--- src/rtl/imem_loader.sv ---
// Instruction-memory loader: receives a framed byte packet (length, big-endian
// words, XOR checksum), writes one word per four bytes, and enables fetch on success.
module imem_loader #(
  parameter int MEM_BYTES = 20,
  parameter int ADDR_W    = 5
) (
  input  logic              clk,
  input  logic              rst,
  input  logic              start,
  input  logic              byte_valid,
  input  logic [7:0]        byte_data,
  output logic              byte_ready,
  output logic              mem_we,
  output logic [ADDR_W-1:0] mem_addr,
  output logic [31:0]       mem_wdata,
  output logic              run,
  output logic              load_done,
  output logic              load_err,
  output logic [15:0]       words_loaded
);

  // state   | meaning
  // IDLE    | no load since reset, waiting for start
  // LEN_HI  | expecting word-count high byte
  // LEN_LO  | expecting word-count low byte, range check
  // DATA    | assembling instruction words
  // CHK     | expecting checksum byte
  // DONE    | load good, fetch enabled, waiting for start
  // ERR     | load failed, fetch held, waiting for start
  typedef enum logic [2:0] {
    S_IDLE, S_LEN_HI, S_LEN_LO, S_DATA, S_CHK, S_DONE, S_ERR
  } state_t;

  localparam logic [15:0] MAX_WORDS = 16'(MEM_BYTES / 4);

  state_t            state_q, state_d;
  logic [15:0]       len_q;
  logic [23:0]       word_q;
  logic [1:0]        byte_cnt;
  logic [7:0]        xor_q;
  logic [ADDR_W-1:0] wr_addr;
  logic              accept;
  logic              waiting;
  logic              last_word;
  logic [15:0]       len_full;

  assign byte_ready = (state_q == S_LEN_HI) || (state_q == S_LEN_LO) ||
                      (state_q == S_DATA)   || (state_q == S_CHK);
  assign waiting    = (state_q == S_IDLE) || (state_q == S_DONE) || (state_q == S_ERR);
  assign accept     = byte_valid && byte_ready;
  assign len_full   = {len_q[15:8], byte_data};
  assign last_word  = (byte_cnt == 2'd3) && ((words_loaded + 16'd1) == len_q);

  assign run       = (state_q == S_DONE);
  assign load_done = (state_q == S_DONE);
  assign load_err  = (state_q == S_ERR);

  always_ff @(posedge clk) begin
    if (rst) state_q <= S_IDLE;
    else     state_q <= state_d;
  end

  always_comb begin
    state_d = state_q;
    case (state_q)
      S_IDLE, S_DONE, S_ERR: if (start) state_d = S_LEN_HI;
      S_LEN_HI: if (accept) state_d = S_LEN_LO;
      S_LEN_LO: begin
        if (accept) begin
          if (len_full > MAX_WORDS)  state_d = S_ERR;
          else if (len_full == 16'd0) state_d = S_CHK;
          else                        state_d = S_DATA;
        end
      end
      S_DATA: if (accept && last_word) state_d = S_CHK;
      S_CHK: begin
        if (accept) state_d = (byte_data == xor_q) ? S_DONE : S_ERR;
      end
      default: state_d = S_IDLE;
    endcase
  end

  // Write register is separate from word_q so the next word can stream in
  // while the previous write strobe is still out.
  always_ff @(posedge clk) begin
    if (rst) begin
      len_q        <= '0;
      word_q       <= '0;
      byte_cnt     <= '0;
      xor_q        <= '0;
      wr_addr      <= '0;
      words_loaded <= '0;
      mem_we       <= 1'b0;
      mem_addr     <= '0;
      mem_wdata    <= '0;
    end else begin
      mem_we <= 1'b0;
      if (waiting && start) begin
        byte_cnt     <= '0;
        xor_q        <= '0;
        wr_addr      <= '0;
        words_loaded <= '0;
      end
      if (accept) begin
        case (state_q)
          S_LEN_HI: begin
            len_q[15:8] <= byte_data;
            xor_q       <= xor_q ^ byte_data;
          end
          S_LEN_LO: begin
            len_q[7:0] <= byte_data;
            xor_q      <= xor_q ^ byte_data;
          end
          S_DATA: begin
            xor_q    <= xor_q ^ byte_data;
            word_q   <= {word_q[15:0], byte_data};
            byte_cnt <= byte_cnt + 2'd1;
            if (byte_cnt == 2'd3) begin
              mem_we       <= 1'b1;
              mem_wdata    <= {word_q, byte_data};
              mem_addr     <= wr_addr;
              wr_addr      <= wr_addr + ADDR_W'(4);
              words_loaded <= words_loaded + 16'd1;
            end
          end
          default: ;
        endcase
      end
    end
  end

endmodule

--- config.mk ---
export PLATFORM = sky130hd
export DESIGN_NAME = imem_loader
export DESIGN_NICKNAME = d
export VERILOG_FILES = /design/src/rtl/imem_loader.sv
export SDC_FILE = /design/constraint.sdc
export NUM_CORES = 1
export LEC_CHECK = 0
export BUFFER_PORTS_ARGS = -buffer_cell sky130_fd_sc_hd__buf_2
export CELL_PAD_IN_SITES_DETAIL_PLACEMENT = 1
export CELL_PAD_IN_SITES_GLOBAL_PLACEMENT = 2
export CORE_AREA = 2 2 128 130
export CTS_CLUSTER_DIAMETER = 120
export DETAILED_ROUTE_END_ITERATION = 8
export DIE_AREA = 0 0 130 132
export GPL_ROUTABILITY_DRIVEN = 1
export PLACE_DENSITY = 0.77
export SYNTH_ARGS = -nofsm -noshare
export SYNTH_HDL_FRONTEND = slang
export SYNTH_SLANG_ARGS = --single-unit
--- constraint.sdc ---
create_clock -name clk -period 3 [get_ports clk]
set_input_delay 0 -clock clk [delete_from_list [all_inputs] [get_ports clk]]
set_output_delay 0 -clock clk [all_outputs]
set_load 0.03 [all_outputs]
==> impl_metrics.py, run 1 <==
metrics = {
    "status": {
        "status": "finished, final reports clean",
    },
    "floorplan": {
        "io_pins": 70,
        "num_rows": 46,
        "die_h_um": 132,
        "initial_core_util_pct": 32.46,
        "core_area_um2": 15710,
        "die_w_um": 130,
        "die-area_um2": 17160,
    },
    "sta": {
        "drv_slew": 0,
        "fin_crit_sh_pct": 90.07,
        "final.min_clock_period_ns": 2.702,
        "tightest_slew_ns": 1.012,
        "finalHoldViolations": 0,
        "timing.fmax_mhz": 370.1,
        "whs_ns": 0.006062,
        "rsz0062_at_grt": "no",
        "fin_skew_ns": 0.007999,
        "setup_tns_ns": 0,
        "slew_headroom_pct": 32.54,
        "setup_viol": 0,
    },
    "cts": {
        "ctsRootBufferMaster": "clkbuf_16",
        "worstSkewPairLatency_ns": 0.36,
        "cts_resized": 0,
        "htreeDepth": 3,
        "post_cts_buffers": 0,
        "clkTransAtPathRegs_ns": 0.08,
        "cts_hold_buf": 6,
        "tritoncts": "yes",
        "cts_made_buffers": 9,
        "cts_num_sinks": 112,
        "cts_buffer_depth": 2,
    },
    "global_route": {
        "antenna_found_initial": 0,
        "first_global_vias": 4976,
        "gr-total-overflow": 0,
        "grt_use_total_pct": 18.35,
        "grt_pass1_wl_mm": 25.30,
        "grt_max_degree": 99,
    },
    "layout": {
        "final_common_cell": "nand2_1",
        "num-fill-cells": 1929,
        "diodes": 0,
        "layout.cells.non_filler": 955,
        "syn_to_final_growth_pct": 18.16,
        "fin_nets": 749,
        "drive_gt1_share_pct": 13.94,
        "final_cell_mix": "nand2_1 (178), dfxtp_1 (112), a21oi_1 (93)",
        "fin_util_pct": 38.35,
    },
    "yosys": {
        "synth_flop_cell": "dfxtp_1",
        "ys_warn_count": 0,
        "synth_seq_cells": 112,
        "synth.distinct_cells": 54,
        "synth.cell_area_um2": 5100,
        "synth-edff-count": 0,
        "postSynth.asyncResetShare_pct": 0,
        "avgSynthCellArea_um2": 7.500,
        "syn_inst": 680,
        "synth_fp_nets": 695,
        "yosysSeqAreaShare_pct": 43.96,
    },
    "run": {
        "drv_cap": 0,
    },
    "routing": {
        "viasPerCell": 5.107,
        "drc": 0,
        "ant_nets": 0,
        "wl_per_cell_um": 16.16,
        "routed_wl_mm": 15.43,
        "vias": 4877,
        "drtIter0Drc": 304,
        "firstDrtPassIters": 4,
    },
    "worst_setup_path": {
        "cp-end-kind": "flip-flop",
        "cp.arrival_ns": 2.95,
        "path_class": "flip-flop to flip-flop",
        "required_ns": 3.24,
        "path_max_fanout": 10,
        "setup.worst_path.start_class": "flip-flop",
        "reg2regPathDepth": 7,
    },
    "placed_design": {
        "place_inst": 933,
        "hpwl_mm": 10.60,
        "routabilityCongestion": 0.8760,
        "numPortBuffers": 69,
    },
    "hold_path": {
        "holdCritPathClass": "primary input to flip-flop",
        "hold_depth": 3,
    },
    "power_and_ir_drop": {
        "powerDensity_nw_per_um2": 608.4,
        "irDropWorstVdd_v": 0.0002886,
        "leakagePower_nw": 2.184,
        "report.power.total_mw": 3.666,
    },
}
critical path, cell delays in order (launching register included):
cell	delay (ns)
dfxtp_1	0.51
nand4_1	0.34
nor4_2	0.58
mux2i_1	0.24
nand4b_1	0.11
nor4_1	0.55
or3_1	0.19
nand3_1	0.07
sequential cells by signal, summed over array words and instances (netlist names):
name,flops
mem_we,1
words_loaded,16
len_q,16
word_q,24
mem_wdata,32
byte_cnt,2
state_q,3
xor_q,8
wr_addr,5
mem_addr,5
worst paths after layout:
check | startpoint | to | slack (ns)
setup reg to reg | words_loaded[10] | state_q[1] | 0.30
hold / removal | byte_data[1] | mem_wdata[1] | 0.006
setup / recovery | words_loaded[10] | state_q[1] | 0.30
hold reg to reg | wr_addr[1] | wr_addr[1] | 0.44
where the power goes:
part	switching [mW]	leakage [nW]	internal, mW
logic	0.415	1.11	0.234
registers	0.0930	0.903	1.55
clock network	0.605	0.167	0.770
total	1.11	2.18	2.55
cells by family after synthesis:
group | after synthesis | share of synthesized area [%]
buffers and inverters | 61 | 4.833
AOI/OAI and AO/OA | 168 | 19.06
DFF | 112 | 43.96
and+or+nand+nor | 312 | 27.18
adders and majority gates | 3 | 0.7361
muxes | 3 | 0.6133
xor gates and xnor gates | 21 | 3.606
metal layers:
layer | vias to the layer above | GRT usage, % | wire, um
met5 | - | 0 | 0
met4 | 0 | 5.854 | 230
met3 | 17 | 2.679 | 431
met2 | 75 | 29.96 | 7400
met1 | 2375 | 24.86 | 7367
li1 | 2410 | - | -
Yosys cell counts, drive strengths merged (2+ instances only):
cell type,count,share of area [%]
nand2,178,13
dfxtp,112,44
a21oi,93,9.1
nor2,45,3.3
clkbuf,35,2.6
o21ai,31,3.0
nor2b,18,2.2
nand3,16,1.6
inv,14,1.0
buf,11,1.1
nand2b,11,1.3
xnor2,11,1.9
xor2,10,1.7
nor3,9,0.88
a22oi,8,1.2
or3,8,0.98
nor4,7,1.1
nand4,6,0.74
o22ai,5,0.61
and2,4,0.49
and3,4,0.49
o31ai,4,0.59
a2111oi,3,0.52
ha,3,0.74
a211oi,2,0.29
a22o,2,0.34
a32oi,2,0.34
mux2i,2,0.39
o2111ai,2,0.34
o21bai,2,0.29
o311ai,2,0.34
or4,2,0.29
metrics by stage:
| step | setup WS, ns | area, um2 |
|---|---|---|
| after CTS | 0.2674 | 6026 |
| after global placement | 0.4201 | 5630 |
| after detailed placement | 0.2706 | 5630 |
| after global routing | 0.02360 | 6026 |
| final | 0.2979 | 6026 |
| after floorplan | 0.5417 | 5100 |
layout make-up:
| cell class | instances | area, um2 | share of cell area (%) |
|---|---|---|---|
| Clock buffer | 10 | 239.0 | 3.966 |
| Clock inverter | 6 | 96.34 | 1.599 |
| Inverter | 15 | 56.30 | 0.9344 |
| Multi-Input combinational cell | 507 | 2611 | 43.33 |
| Sequential cell | 112 | 2242 | 37.21 |
| Tap cell | 216 | 270.3 | 4.485 |
| Timing Repair Buffer | 89 | 510.5 | 8.472 |
Power figures use the tool's default switching activity.
==> run 2, diff against run 1 <==
ABC_AREA = 1   (was not set)
CORE_AREA = 2 2 122 124   (was 2 2 128 130)
CTS_CLUSTER_DIAMETER = not set   (was 120)
DIE_AREA = 0 0 124 126   (was 0 0 130 132)
PLACE_DENSITY = 0.83   (was 0.77)
clock period = 3.35 ns   (was 3 ns; I/O delays follow)
==> run 2 against run 1 <==
- critical path type unchanged
- first-iteration DRC count fell by 26%
- synthesized area down 2.9%
- final area decreased by 3.8%
- wire length fell by 3.4%
- register-to-register slack better by 0.66 ns
- sequential power decreased by 9%
- hold slack better by 0.010 ns
==> impl_metrics.py, run 2 <==
metrics = {
    "yosys": {
        "avgSynthCellArea_um2": 7.274,
        "synth.cell_area_um2": 4954,
        "synth_top_area_share_pct": 45.26,
        "synth-edff-count": 0,
        "ys_top_cells_by_count": "nand2_1 (179), dfxtp_1 (112), a21oi_1 (85)",
        "synth.largest_area_cell": "dfxtp_1",
        "syn_inst": 681,
        "synth_seq_cells": 112,
        "synthTopCellsByArea": "dfxtp_1 (45%), nand2_1 (14%), a21oi_1 (8.6%)",
        "postSynth.asyncResetShare_pct": 0,
        "synth_fp_nets": 696,
        "ys_warn_count": 0,
        "synth.distinct_cells": 36,
        "yosysMostFrequentCell": "nand2_1",
        "yosysSeqAreaShare_pct": 45.26,
        "synth_flop_cell": "dfxtp_1",
    },
    "layout": {
        "fin_nets": 759,
        "final_common_cell": "nand2_1",
        "final_cell_mix": "nand2_1 (179), dfxtp_1 (112), a21oi_1 (85)",
        "largest_reg_flops": 32,
        "stdcell_area_um2": 5796,
        "num-fill-cells": 1847,
        "drive_gt1_share_pct": 14.97,
        "syn_to_final_growth_pct": 17.00,
        "max_flop_register": "mem_wdata",
        "reg_top3": "mem_wdata x32, word_q x24",
        "diodes": 0,
        "fin_util_pct": 40.49,
        "layout.cells.non_filler": 932,
    },
    "worst_setup_path": {
        "cp.arrival_ns": 2.66,
        "path_class": "flip-flop to flip-flop",
        "path_max_fanout": 41,
        "cp-end-kind": "flip-flop",
        "required_ns": 3.62,
        "setup.worst_path.start_class": "flip-flop",
    },
    "floorplan": {
        "die_h_um": 126,
        "initial_core_util_pct": 34.61,
        "die-area_um2": 15620,
        "io_pins": 70,
        "num_rows": 44,
        "core_area_um2": 14310,
        "die_w_um": 124,
    },
    "sta": {
        "setup_tns_ns": 0,
        "drv_slew": 0,
        "fin_skew_ns": 0.006848,
        "rsz0062_at_grt": "no",
        "setup_viol": 0,
        "timing.fmax_mhz": 418.8,
        "tightest_slew_ns": 0.7455,
        "finalHoldViolations": 0,
        "slew_headroom_pct": 50.12,
        "fin_crit_sh_pct": 71.28,
        "final.min_clock_period_ns": 2.388,
    },
    "cts": {
        "worstSkewPairLatency_ns": 0.36,
        "clkTransAtPathRegs_ns": 0.07,
        "cts_num_sinks": 112,
        "cts_made_buffers": 9,
        "ctsRootBufferMaster": "clkbuf_16",
        "htreeDepth": 3,
        "post_cts_buffers": 0,
        "cts_hold_buf": 6,
        "cts_buffer_depth": 2,
        "tritoncts": "yes",
        "cts_resized": 0,
    },
    "routing": {
        "ant_nets": 0,
        "wl_per_cell_um": 16.00,
        "routed_wl_mm": 14.91,
        "viasPerCell": 4.984,
        "drtIter0Drc": 224,
        "vias": 4645,
        "firstDrtPassIters": 4,
        "drc": 0,
    },
    "power_and_ir_drop": {
        "irDropWorstVdd_v": 0.0003108,
        "leakagePower_nw": 2.442,
        "powerDensity_nw_per_um2": 568.1,
    },
    "placed_design": {
        "place_inst": 911,
        "numPortBuffers": 69,
        "place_area_um2": 5440,
        "hpwl_mm": 10.64,
        "routabilityCongestion": 0.8753,
    },
    "global_route": {
        "gr-total-overflow": 0,
        "grt_use_total_pct": 20.19,
        "antenna_found_initial": 0,
        "grt_max_degree": 60,
        "first_global_vias": 4874,
        "grt_pass1_wl_mm": 24.61,
    },
    "hold_path": {
        "holdCritPathClass": "primary input to flip-flop",
    },
    "run": {
        "drv_cap": 0,
    },
    "status": {
        "status": "finished, final reports clean",
    },
}
-- run 2: final cells by class --
| type | instances | area [um2] | share of cell area, % |
|---|---|---|---|
| clock buffers | 11 | 242.7 | 4.188 |
| well taps | 184 | 230.2 | 3.972 |
| repair buffers | 80 | 442.9 | 7.642 |
| multi-input cells | 477 | 2341 | 40.39 |
| clock inverters | 4 | 52.55 | 0.9067 |
| inverters | 64 | 244.0 | 4.210 |
| flip-flops and latches | 112 | 2242 | 38.69 |
-- run 2: worst paths after layout --
path	slack (ns)	start	end	cells past startpoint
max	0.96	state_q[2]	words_loaded[11]	8
min	0.02	byte_data[7]	word_q[7]	3
max reg2reg	0.96	state_q[2]	words_loaded[11]	8
min reg2reg	0.44	wr_addr[1]	wr_addr[1]	2
-- run 2: power breakdown --
| group | internal (mW) | switching [mW] | leakage [nW] | total [mW] |
|---|---|---|---|---|
| Combinational | 0.216 | 0.481 | 1.39 | 0.697 |
| Sequential | 1.42 | 0.0824 | 0.905 | 1.50 |
| Clock | 0.600 | 0.498 | 0.146 | 1.10 |
-- run 2: cells by family after synthesis --
| group | synth area share, % |
|---|---|
| simple gates | 28.34 |
| compound gates | 15.10 |
| flops | 45.26 |
| xor+xnor | 3.056 |
| fa+ha+maj | 0.7578 |
| buf+inv | 7.476 |
-- run 2: per-layer routing --
| metal | vias to the layer above | GRT usage [%] | part of all wire [%] |
|---|---|---|---|
| met5 | - | 0 | 0 |
| met4 | 0 | 7.403 | 2.4 |
| met3 | 23 | 4.076 | 3.0 |
| met2 | 71 | 35.29 | 50 |
| li1 | 2338 | - | - |
| met1 | 2213 | 24.22 | 45 |
-- run 2: through the flow --
step | total power, mW | setup slack (ns) | hold slack (ns)
5_1_grt | 3.490 | 0.6318 | 0.02943
4_1_cts | 3.332 | 0.9062 | 0.007740
3_3_place_gp | 2.197 | 1.031 | 0.3270
6_report | 3.293 | 0.9621 | 0.01626
2_1_floorplan | 2.018 | 1.333 | 0.1349
3_5_place_dp | 2.220 | 0.9410 | 0.3270
-- run 2: worst max-delay path, cell delays in order, from the launching register on --
cell and delay [ns]:
dfxtp_1 0.48, nor2_2 0.09, nand2_1 0.13, nor2_4 0.06, inv_4 0.23, nor2_8 0.05
inv_2 0.54, nand3_1 0.44, o21ai_0 0.27
